<file path="config.mk">
export PLATFORM = sky130hd
export DESIGN_NAME = ht_init_ctrl
export DESIGN_NICKNAME = d
export VERILOG_FILES = /design/src/rtl/ht_init_ctrl_pkg.sv /design/src/rtl/ht_inflight_cnt.sv /design/src/rtl/ht_init_ctrl.sv
export SDC_FILE = /design/constraint.sdc
export NUM_CORES = 1
export LEC_CHECK = 0
export CORE_MARGIN = 1
export CORE_UTILIZATION = 59
export DETAILED_ROUTE_END_ITERATION = 8
export GPL_TIMING_DRIVEN = 0
export MAX_ROUTING_LAYER = met4
export PLACE_DENSITY = 0.88
export SLEW_MARGIN = 40
export SYNTH_ARGS = -nofsm -noshare
export SYNTH_HDL_FRONTEND = slang
export SYNTH_SLANG_ARGS = --single-unit
</file>
<file path="constraint.sdc">
create_clock -name clk_i -period 3.9 [get_ports clk_i]
set_input_delay 0.585 -clock clk_i [delete_from_list [all_inputs] [get_ports clk_i]]
set_output_delay 0.585 -clock clk_i [all_outputs]
set_load 0.01 [all_outputs]
</file>
<file path="src/rtl/ht_init_ctrl_pkg.sv">
// Shared types and constants for the hash-table RAM-clear sequencer.
// Imported by the controller and its in-flight command counter.
package ht_init_ctrl_pkg;

    typedef enum logic [2:0] {
        READY     = 3'd0,
        DRAIN     = 3'd1,
        START     = 3'd2,
        WAIT_DONE = 3'd3,
        ERROR     = 3'd4
    } ht_init_state_t;

    localparam int HT_INIT_CNT_W = 8;

    // Counter width able to hold values 0..n-1; never narrower than one bit.
    function automatic int ht_cnt_width(input int n);
        return (n > 1) ? $clog2(n) : 1;
    endfunction

endpackage

</file>
<file path="src/rtl/ht_inflight_cnt.sv">
// Up/down count of commands accepted but not yet returned as results.
// Saturates at zero and exposes the next-cycle value so callers can react without delay.
module ht_inflight_cnt
    import ht_init_ctrl_pkg::*;
#(
    parameter int MAX_OUTSTANDING = 16
) (
    input  logic clk_i,
    input  logic rst_i,
    input  logic inc_i,
    input  logic dec_i,
    output logic full_o,
    output logic empty_next_o
);

    localparam int CNT_W = ht_cnt_width(MAX_OUTSTANDING + 1);
    localparam logic [CNT_W-1:0] CNT_MAX = CNT_W'(MAX_OUTSTANDING);

    logic [CNT_W-1:0] count_reg;
    logic [CNT_W-1:0] count_next;

    always_comb begin
        count_next = count_reg;
        if (inc_i && !dec_i) begin
            count_next = count_reg + 1'b1;
        end else if (dec_i && !inc_i && (count_reg != '0)) begin
            count_next = count_reg - 1'b1;
        end
    end

    always_ff @(posedge clk_i or posedge rst_i) begin
        if (rst_i) begin
            count_reg <= '0;
        end else begin
            // A result with nothing in flight means an upstream protocol bug.
            underflow_a: assert (!(dec_i && !inc_i && (count_reg == '0)));
            count_reg <= count_next;
        end
    end

    assign full_o       = (count_reg >= CNT_MAX);
    assign empty_next_o = (count_next == '0);

endmodule

</file>
<file path="src/rtl/ht_init_ctrl.sv">
// Sequences head/data table RAM clears after reset and on request, and gates the
// command handshake into calc_hash while a clear is scheduled or running.
module ht_init_ctrl
    import ht_init_ctrl_pkg::*;
#(
    parameter int MAX_OUTSTANDING = 16,
    parameter int TIMEOUT_CYCLES  = 65536,
    parameter int AUTO_CLEAR      = 1
) (
    input  logic                     clk_i,
    input  logic                     rst_i,
    input  logic                     clear_req_i,
    input  logic                     cmd_valid_i,
    output logic                     cmd_ready_o,
    output logic                     cmd_valid_o,
    input  logic                     cmd_ready_i,
    input  logic                     res_valid_i,
    input  logic                     res_ready_i,
    output logic                     head_clear_run_o,
    input  logic                     head_clear_done_i,
    output logic                     data_clear_run_o,
    input  logic                     data_clear_done_i,
    output logic                     init_done_o,
    output logic                     busy_o,
    output logic                     timeout_err_o,
    output logic [HT_INIT_CNT_W-1:0] clear_cnt_o
);

    localparam int TO_W = ht_cnt_width(TIMEOUT_CYCLES);
    localparam logic [TO_W-1:0] TO_LAST = TO_W'(TIMEOUT_CYCLES - 1);
    localparam ht_init_state_t RESET_STATE = (AUTO_CLEAR != 0) ? DRAIN : READY;

    ht_init_state_t           state_reg, state_next;
    logic                     head_done_reg, head_done_next;
    logic                     data_done_reg, data_done_next;
    logic                     pending_reg, pending_next;
    logic                     timeout_err_reg, timeout_err_next;
    logic [TO_W-1:0]          to_cnt_reg, to_cnt_next;
    logic [HT_INIT_CNT_W-1:0] clear_cnt_reg, clear_cnt_next;

    logic gate_open;
    logic inflight_full;
    logic inflight_empty_next;
    logic cmd_accept;
    logic res_accept;
    logic head_seen;
    logic data_seen;

    assign gate_open   = (state_reg == READY) && !inflight_full;
    assign cmd_valid_o = cmd_valid_i & gate_open;
    assign cmd_ready_o = cmd_ready_i & gate_open;
    assign cmd_accept  = cmd_valid_o & cmd_ready_i;
    assign res_accept  = res_valid_i & res_ready_i;

    ht_inflight_cnt #(
        .MAX_OUTSTANDING (MAX_OUTSTANDING)
    ) u_inflight (
        .clk_i        (clk_i),
        .rst_i        (rst_i),
        .inc_i        (cmd_accept),
        .dec_i        (res_accept),
        .full_o       (inflight_full),
        .empty_next_o (inflight_empty_next)
    );

    // Strobes in the current cycle count as seen so completion costs no extra cycle.
    assign head_seen = head_done_reg | head_clear_done_i;
    assign data_seen = data_done_reg | data_clear_done_i;

    always_comb begin
        state_next       = state_reg;
        head_done_next   = head_done_reg;
        data_done_next   = data_done_reg;
        pending_next     = pending_reg;
        timeout_err_next = timeout_err_reg;
        to_cnt_next      = to_cnt_reg;
        clear_cnt_next   = clear_cnt_reg;

        case (state_reg)
            READY: begin
                if (clear_req_i) begin
                    state_next = DRAIN;
                end
            end
            DRAIN: begin
                // Includes a result retiring this cycle, so START follows the last result.
                if (inflight_empty_next) begin
                    state_next = START;
                end
            end
            START: begin
                state_next = WAIT_DONE;
            end
            WAIT_DONE: begin
                head_done_next = head_seen;
                data_done_next = data_seen;
                to_cnt_next    = to_cnt_reg + 1'b1;
                if (clear_req_i) begin
                    pending_next = 1'b1;
                end
                if (head_seen && data_seen) begin
                    clear_cnt_next = clear_cnt_reg + 1'b1;
                    state_next     = (pending_reg || clear_req_i) ? DRAIN : READY;
                    pending_next   = 1'b0;
                end else if (to_cnt_reg == TO_LAST) begin
                    timeout_err_next = 1'b1;
                    pending_next     = 1'b0;
                    state_next       = ERROR;
                end
            end
            ERROR: begin
                if (clear_req_i) begin
                    state_next = DRAIN;
                end
            end
            default: begin
                state_next = RESET_STATE;
            end
        endcase

        // Fresh bookkeeping for every clear attempt, visible from the START cycle on.
        if (state_next == START) begin
            head_done_next   = 1'b0;
            data_done_next   = 1'b0;
            to_cnt_next      = '0;
            timeout_err_next = 1'b0;
        end
    end

    always_ff @(posedge clk_i or posedge rst_i) begin
        if (rst_i) begin
            state_reg       <= RESET_STATE;
            head_done_reg   <= 1'b0;
            data_done_reg   <= 1'b0;
            pending_reg     <= 1'b0;
            timeout_err_reg <= 1'b0;
            to_cnt_reg      <= '0;
            clear_cnt_reg   <= '0;
        end else begin
            state_reg       <= state_next;
            head_done_reg   <= head_done_next;
            data_done_reg   <= data_done_next;
            pending_reg     <= pending_next;
            timeout_err_reg <= timeout_err_next;
            to_cnt_reg      <= to_cnt_next;
            clear_cnt_reg   <= clear_cnt_next;
        end
    end

    assign head_clear_run_o = (state_reg == START);
    assign data_clear_run_o = (state_reg == START);
    assign init_done_o      = (state_reg == READY);
    assign busy_o           = (state_reg == DRAIN) || (state_reg == START) ||
                              (state_reg == WAIT_DONE);
    assign timeout_err_o    = timeout_err_reg;
    assign clear_cnt_o      = clear_cnt_reg;

endmodule

</file>
# == Word-level counts from Yosys, hierarchy flattened ==
# Index checks and enable logic that the tools add are counted.
# Widths: inputs -> output; s select.
# classes
add_sub_neg,4
n_lt_le_gt_ge,1
eq_ne,7
mux,21
n_bitwise,6
n_reduce_logical,21
# op_table
op,n
$mux 16,2
$add 16x1->16 const B,1
$eq 16x16->1 const B,1
$mux 1,12
$mux 3,4
$pmux 3 s4,1
$mux 5,2
$eq 3x2->1 const B,3
$add 8x1->8 const B,1
$add 5x1->5 const B,1
$ge 5x5->1 const B,1
$logic_and 1x1->1,5
$logic_not 5->1,1
$reduce_bool 5->1,1
$sub 5x1->5 const B,1
$and 1x1->1,4
$reduce_and 2->1,2
$reduce_bool 2->1,2
$eq 3x1->1 const B,1
$eq 3x3->1 const B,1
$logic_not 1->1,3
$logic_not 3->1,1
$logic_or 1x1->1,3
$reduce_and 3->1,1
4 further kinds,5
# totals
register_bits,36
in_bits,9
out_inout_bits,15
word_cells,68

# == Longest topological paths before layout ==
# depth
ltp_word,16
depth_mapped,10
depth_no_buf,8

# == Cells and area by module ==
# Synthesis repeated with hierarchy kept, for this count alone.
# unflattened
cells_unflattened,200
area_unflattened_um2,1974.4
# modules_own_cells
module,n_inst,cells_per_inst,area_each_um2,seq_area_each_um2
ht_init_ctrl,1,161,1606.5,777.0
ht_inflight_cnt,1,39,367.9,125.1

# == Least setup slack after synthesis ==
# No wires, ideal clock.
# synth_timing
path_type,reg2reg
start,register u_inflight.count_reg[0]
end,register to_cnt_reg[10]
setup_time_ns,0.119
arrival_time_ns,2.147
required_ns,3.781
setup_slack_ns,1.635
path_stages_with_launch,11
path_buffers,2
period_less_slack_ns,2.265
cell_sequence,dfrtp_1 > inv_1 > ha_1 > nor2b_1 > or4_1 > mux2i_1 > xor2_1 > nor4_2 > buf_6 > buf_8 > nor2_1
# synth_between
elab_chain_cells,15
word_cells_on_any_way,20
classes_between,add/sub (2); order compare (1); eq/ne (1); mux (5); bitwise (2); reduce/logical (9)
# synth_rtl
element,line_no,rtl
from (decl),ht_inflight_cnt.sv:19,logic [CNT_W-1:0] count_reg;
from (signal assigned),ht_inflight_cnt.sv:37,count_reg <= count_next;
$ge 5x5->1,ht_inflight_cnt.sv:41,assign full_o = (count_reg >= CNT_MAX);
$logic_not 1->1,ht_init_ctrl.sv:49,assign gate_open = (state_reg == READY) && !inflight_full;
$logic_and 1x1->1,ht_init_ctrl.sv:49,
$and 1x1->1,ht_init_ctrl.sv:50,assign cmd_valid_o = cmd_valid_i & gate_open;
$and 1x1->1,ht_init_ctrl.sv:52,assign cmd_accept = cmd_valid_o & cmd_ready_i;
$logic_not 1->1,ht_inflight_cnt.sv:26,end else if (dec_i && !inc_i && (count_reg != '0)) begin
$logic_and 1x1->1 (2 in series),ht_inflight_cnt.sv:26,
$mux 5,ht_inflight_cnt.sv:26,
$mux 5 *,ht_inflight_cnt.sv:24,if (inc_i && !dec_i) begin
via u_inflight.count_next[4],ht_inflight_cnt.sv:20,logic [CNT_W-1:0] count_next;
$logic_not 5->1 *,ht_inflight_cnt.sv:42,assign empty_next_o = (count_next == '0);
$mux 3 *,ht_init_ctrl.sv:87,if (inflight_empty_next) begin
$pmux 3 s4 *,ht_init_ctrl.sv:79,case (state_reg)
$eq 3x2->1 *,ht_init_ctrl.sv:122,if (state_next == START) begin
$mux 16 or $reduce_bool 2->1 (tied branches),-,
to (signal assigned),ht_init_ctrl.sv:145,to_cnt_reg <= to_cnt_next;
to (decl),ht_init_ctrl.sv:38,"logic [TO_W-1:0] to_cnt_reg, to_cnt_next;"
# The timed path passes the listed nets; every way through them passes the cells marked *.
# A chain may end at the register's enable or synchronous reset.

# == Worst setup path after layout ==
# layout_timing
start,register u_inflight.count_reg[0]
end,register to_cnt_reg[7]
# Same word-level chain as after synthesis.

==> results.json <==
{
  "status": "finished clean",
  "synth_cell_types": 41,
  "clk_latency_ns": 0.36,
  "clk_pin_slew_worst_paths_ns": 0.12,
  "ff2ff_setup_slack_ns": 1.29,
  "final.setup.tns_ns": 0,
  "grt_pass1_wl_um": 6265,
  "syn_nets": 208,
  "drcViolationCount": 0,
  "placed_area_mm2": 0.002196,
  "ir_worst_vdd_mv": 0.3612,
  "grt_max_degree": 37,
  "critPathKind": "flop to flop",
  "hold_buffers": 0,
  "total_power_mw": 1.420,
  "die-area_mm2": 0.003470,
  "synthesis.area_mm2": 0.001911,
  "slew_violations": 0,
  "critPathMaxFanout": 10,
  "async_reset_ff_share_pct": 100.0,
  "area_growth_syn_to_layout_pct": 17.35,
  "max_freq_ghz": 0.3834,
  "dr_total_vias": 1496,
  "fill_cells": 235,
  "num_antenna_cells": 0,
  "postCtsSetupBuffers": 0,
  "die_w_um": 58.91,
  "grt_antenna_before_repair": 0,
  "port_buffers": 23,
  "gp_congestion": 0.9024,
  "worstMarginPinSlew_ns": 0.7197,
  "cts.sinks": 36,
  "max_slew_margin_pct": 51.95,
  "die_h_um": 58.91,
  "wl_um": 3726,
  "netlist_instances": 194,
  "h-tree-depth": 2,
  "setup_violations": 0,
  "final_layout_size_suffix_gt1_share_pct": 8.482,
  "yosysSeqAreaShare_pct": 47.22,
  "tritoncts": "built",
  "dp_hpwl_um": 2682,
  "hold_path.class": "flop to flop",
  "coreArea_mm2": 0.003053,
  "finalCriticalPeriod_ns": 2.608,
  "ioPinCount": 24,
  "synth_edf_count": 0,
  "ant_nets": 0,
  "p_per_area_mw_per_mm2": 633.4,
  "start_util_pct": 62.58,
  "fin_worst_skew_ns": 0.01745,
  "hold_viol_final": 0,
  "post_drt_wl_per_cell_um": 13.90,
  "arrival_ns": 2.85,
  "critPathLaunchType": "flop",
  "required_ns": 4.14,
  "gr-total-overflow": 0,
  "largest_reg_flops": 16,
  "track_usage_pct": 24.85,
  "cts_buffers": 5,
  "period_share_pct": 66.88,
  "synth_ff_type": "dfrtp_1",
  "fin_area_mm2": 0.002242,
  "drt_pass1_iterations": 4,
  "ys_warn_count": 0,
  "viasPerCell": 5.582,
  "cts_resized": 0,
  "final_cells": 268,
  "cts_root_buf": "clkbuf_4",
  "nets": 238,
  "syn_avg_cell_area_um2": 9.848,
  "rsz0062_at_grt": "false",
  "drt_iter0_drc": 115,
  "cts_buffer_depth": 2,
  "leakage_nw": 0.9574,
  "dp_cells": 261,
  "row_count": 20,
  "end_kind": "flop",
  "synth_seq_cells": 36,
  "grt_pass1_vias": 1454,
  "maxCapViolations": 0
}
[cell usage after synthesis (2+ instances only)]
| cell type | instances | share of area, % |
|---|---|---|
| inv_1 | 7 | 1.4 |
| xor2_1 | 13 | 6.0 |
| nor2b_1 | 2 | 0.65 |
| nand2_1 | 15 | 2.9 |
| nor4_1 | 4 | 1.3 |
| mux2i_1 | 2 | 1.0 |
| ha_1 | 5 | 3.3 |
| nand3_1 | 5 | 1.3 |
| dfrtp_1 | 35 | 46 |
| o21ai_0 | 3 | 0.79 |
| xnor2_1 | 12 | 5.5 |
| nor3_1 | 6 | 1.6 |
| nand4_1 | 9 | 2.9 |
| and4_1 | 3 | 1.4 |
| nor2_1 | 34 | 6.7 |
| and2_1 | 5 | 1.6 |
| or3_1 | 2 | 0.65 |
| a21oi_1 | 8 | 2.1 |
| mux2_2 | 2 | 1.2 |
[metal layers]
metal | vias up | part of all wire, % | track usage [%]
met3 | 6 | 3.7 | 5.934
met4 | 0 | 1.4 | 9.524
met1 | 714 | 47 | 30.71
li1 | 738 | - | -
met2 | 38 | 48 | 39.61
met5 | - | 0 | -
[logic make-up after synthesis]
kind of cell | count (synthesis) | share of synthesized area [%]
simple gates | 95 | 26.52
flops | 36 | 47.22
xor+xnor | 25 | 11.46
compound gates | 18 | 5.960
buf+inv | 11 | 3.340
fa+ha+maj | 5 | 3.274
mux | 4 | 2.227
[cell type report]
cell class	count	area, um2	share of cell area, %
plain buffers	4	37.54	1.674
flip-flops and latches	36	902.1	40.23
clock inverters	1	5.005	0.2232
clock buffers	6	41.29	1.842
inverters	7	26.28	1.172
multi-input cells	147	944.7	42.13
repair buffers	23	230.2	10.27
well taps	44	55.05	2.455
[cell usage in the layout, fill, tap and decap left out, drive strengths merged, types with 2 or more instances in the layout]
cell type / Yosys / routed
clkdlybuf4s50: 0 / 23
and4: 3 / 3
inv: 7 / 7
o21ai: 3 / 3
a21oi: 8 / 8
buf: 3 / 3
nor2b: 2 / 2
clkbuf: 1 / 7
nor4: 6 / 6
nand2: 15 / 15
nand3: 6 / 6
nand4: 9 / 9
and2: 5 / 5
mux2: 2 / 2
or3: 2 / 2
dfrtp: 35 / 35
ha: 5 / 5
xor2: 13 / 13
nor2: 35 / 35
mux2i: 2 / 2
xnor2: 12 / 12
nor3: 6 / 6
[power breakdown]
part           internal (mW)  leakage (nW)  switching (mW)
clock network         0.0664        0.0281           0.125
registers              0.516         0.462           0.167
logic                  0.270         0.467           0.276
total                  0.853         0.957           0.568
[worst max-delay path: stages (launching register included)]
cell and delay (ns):
dfrtp_1 0.46, inv_1 0.15, ha_1 0.18, nor4b_2 0.36, a311oi_1 0.14, a221oi_1 0.30
a21oi_1 0.14, nor4_2 0.39, buf_6 0.20, buf_8 0.14, nor2_1 0.05
[through the flow]
| stage | util [%] | hold WS (ns) | setup slack, ns |
|---|---|---|---|
| 2_1_floorplan | - | 0.4633 | 1.635 |
| 3_3_place_gp | 71.93 | 0.4645 | 1.132 |
| 3_5_place_dp | 71.93 | 0.4695 | 1.023 |
| 4_1_cts | 73.44 | 0.4843 | 1.271 |
| 5_1_grt | 73.44 | 0.5047 | 1.070 |
| 6_report | 73.44 | 0.4849 | 1.292 |
[path summary, 6_finish.rpt]
| check | start | to | cells after the start |
|---|---|---|---|
| worst max register to register | u_inflight.count_reg[0]$_DFF_PP0_ | to_cnt_reg[7]$_DFFE_PP0P_ | 10 |
| max in group asynchronous | rst_i | to_cnt_reg[9]$_DFFE_PP0P_ | 2 |
| worst min-delay path | clear_cnt_o[7]$_DFFE_PP0P_ | clear_cnt_o[7]$_DFFE_PP0P_ | 1 |
| min in group asynchronous | rst_i | clear_cnt_o[4]$_DFFE_PP0P_ | 2 |
| worst min register to register | clear_cnt_o[7]$_DFFE_PP0P_ | clear_cnt_o[7]$_DFFE_PP0P_ | 1 |
| worst max-delay path | u_inflight.count_reg[0]$_DFF_PP0_ | to_cnt_reg[7]$_DFFE_PP0P_ | 10 |
No activity file was read; power rests on OpenSTA's default activity.
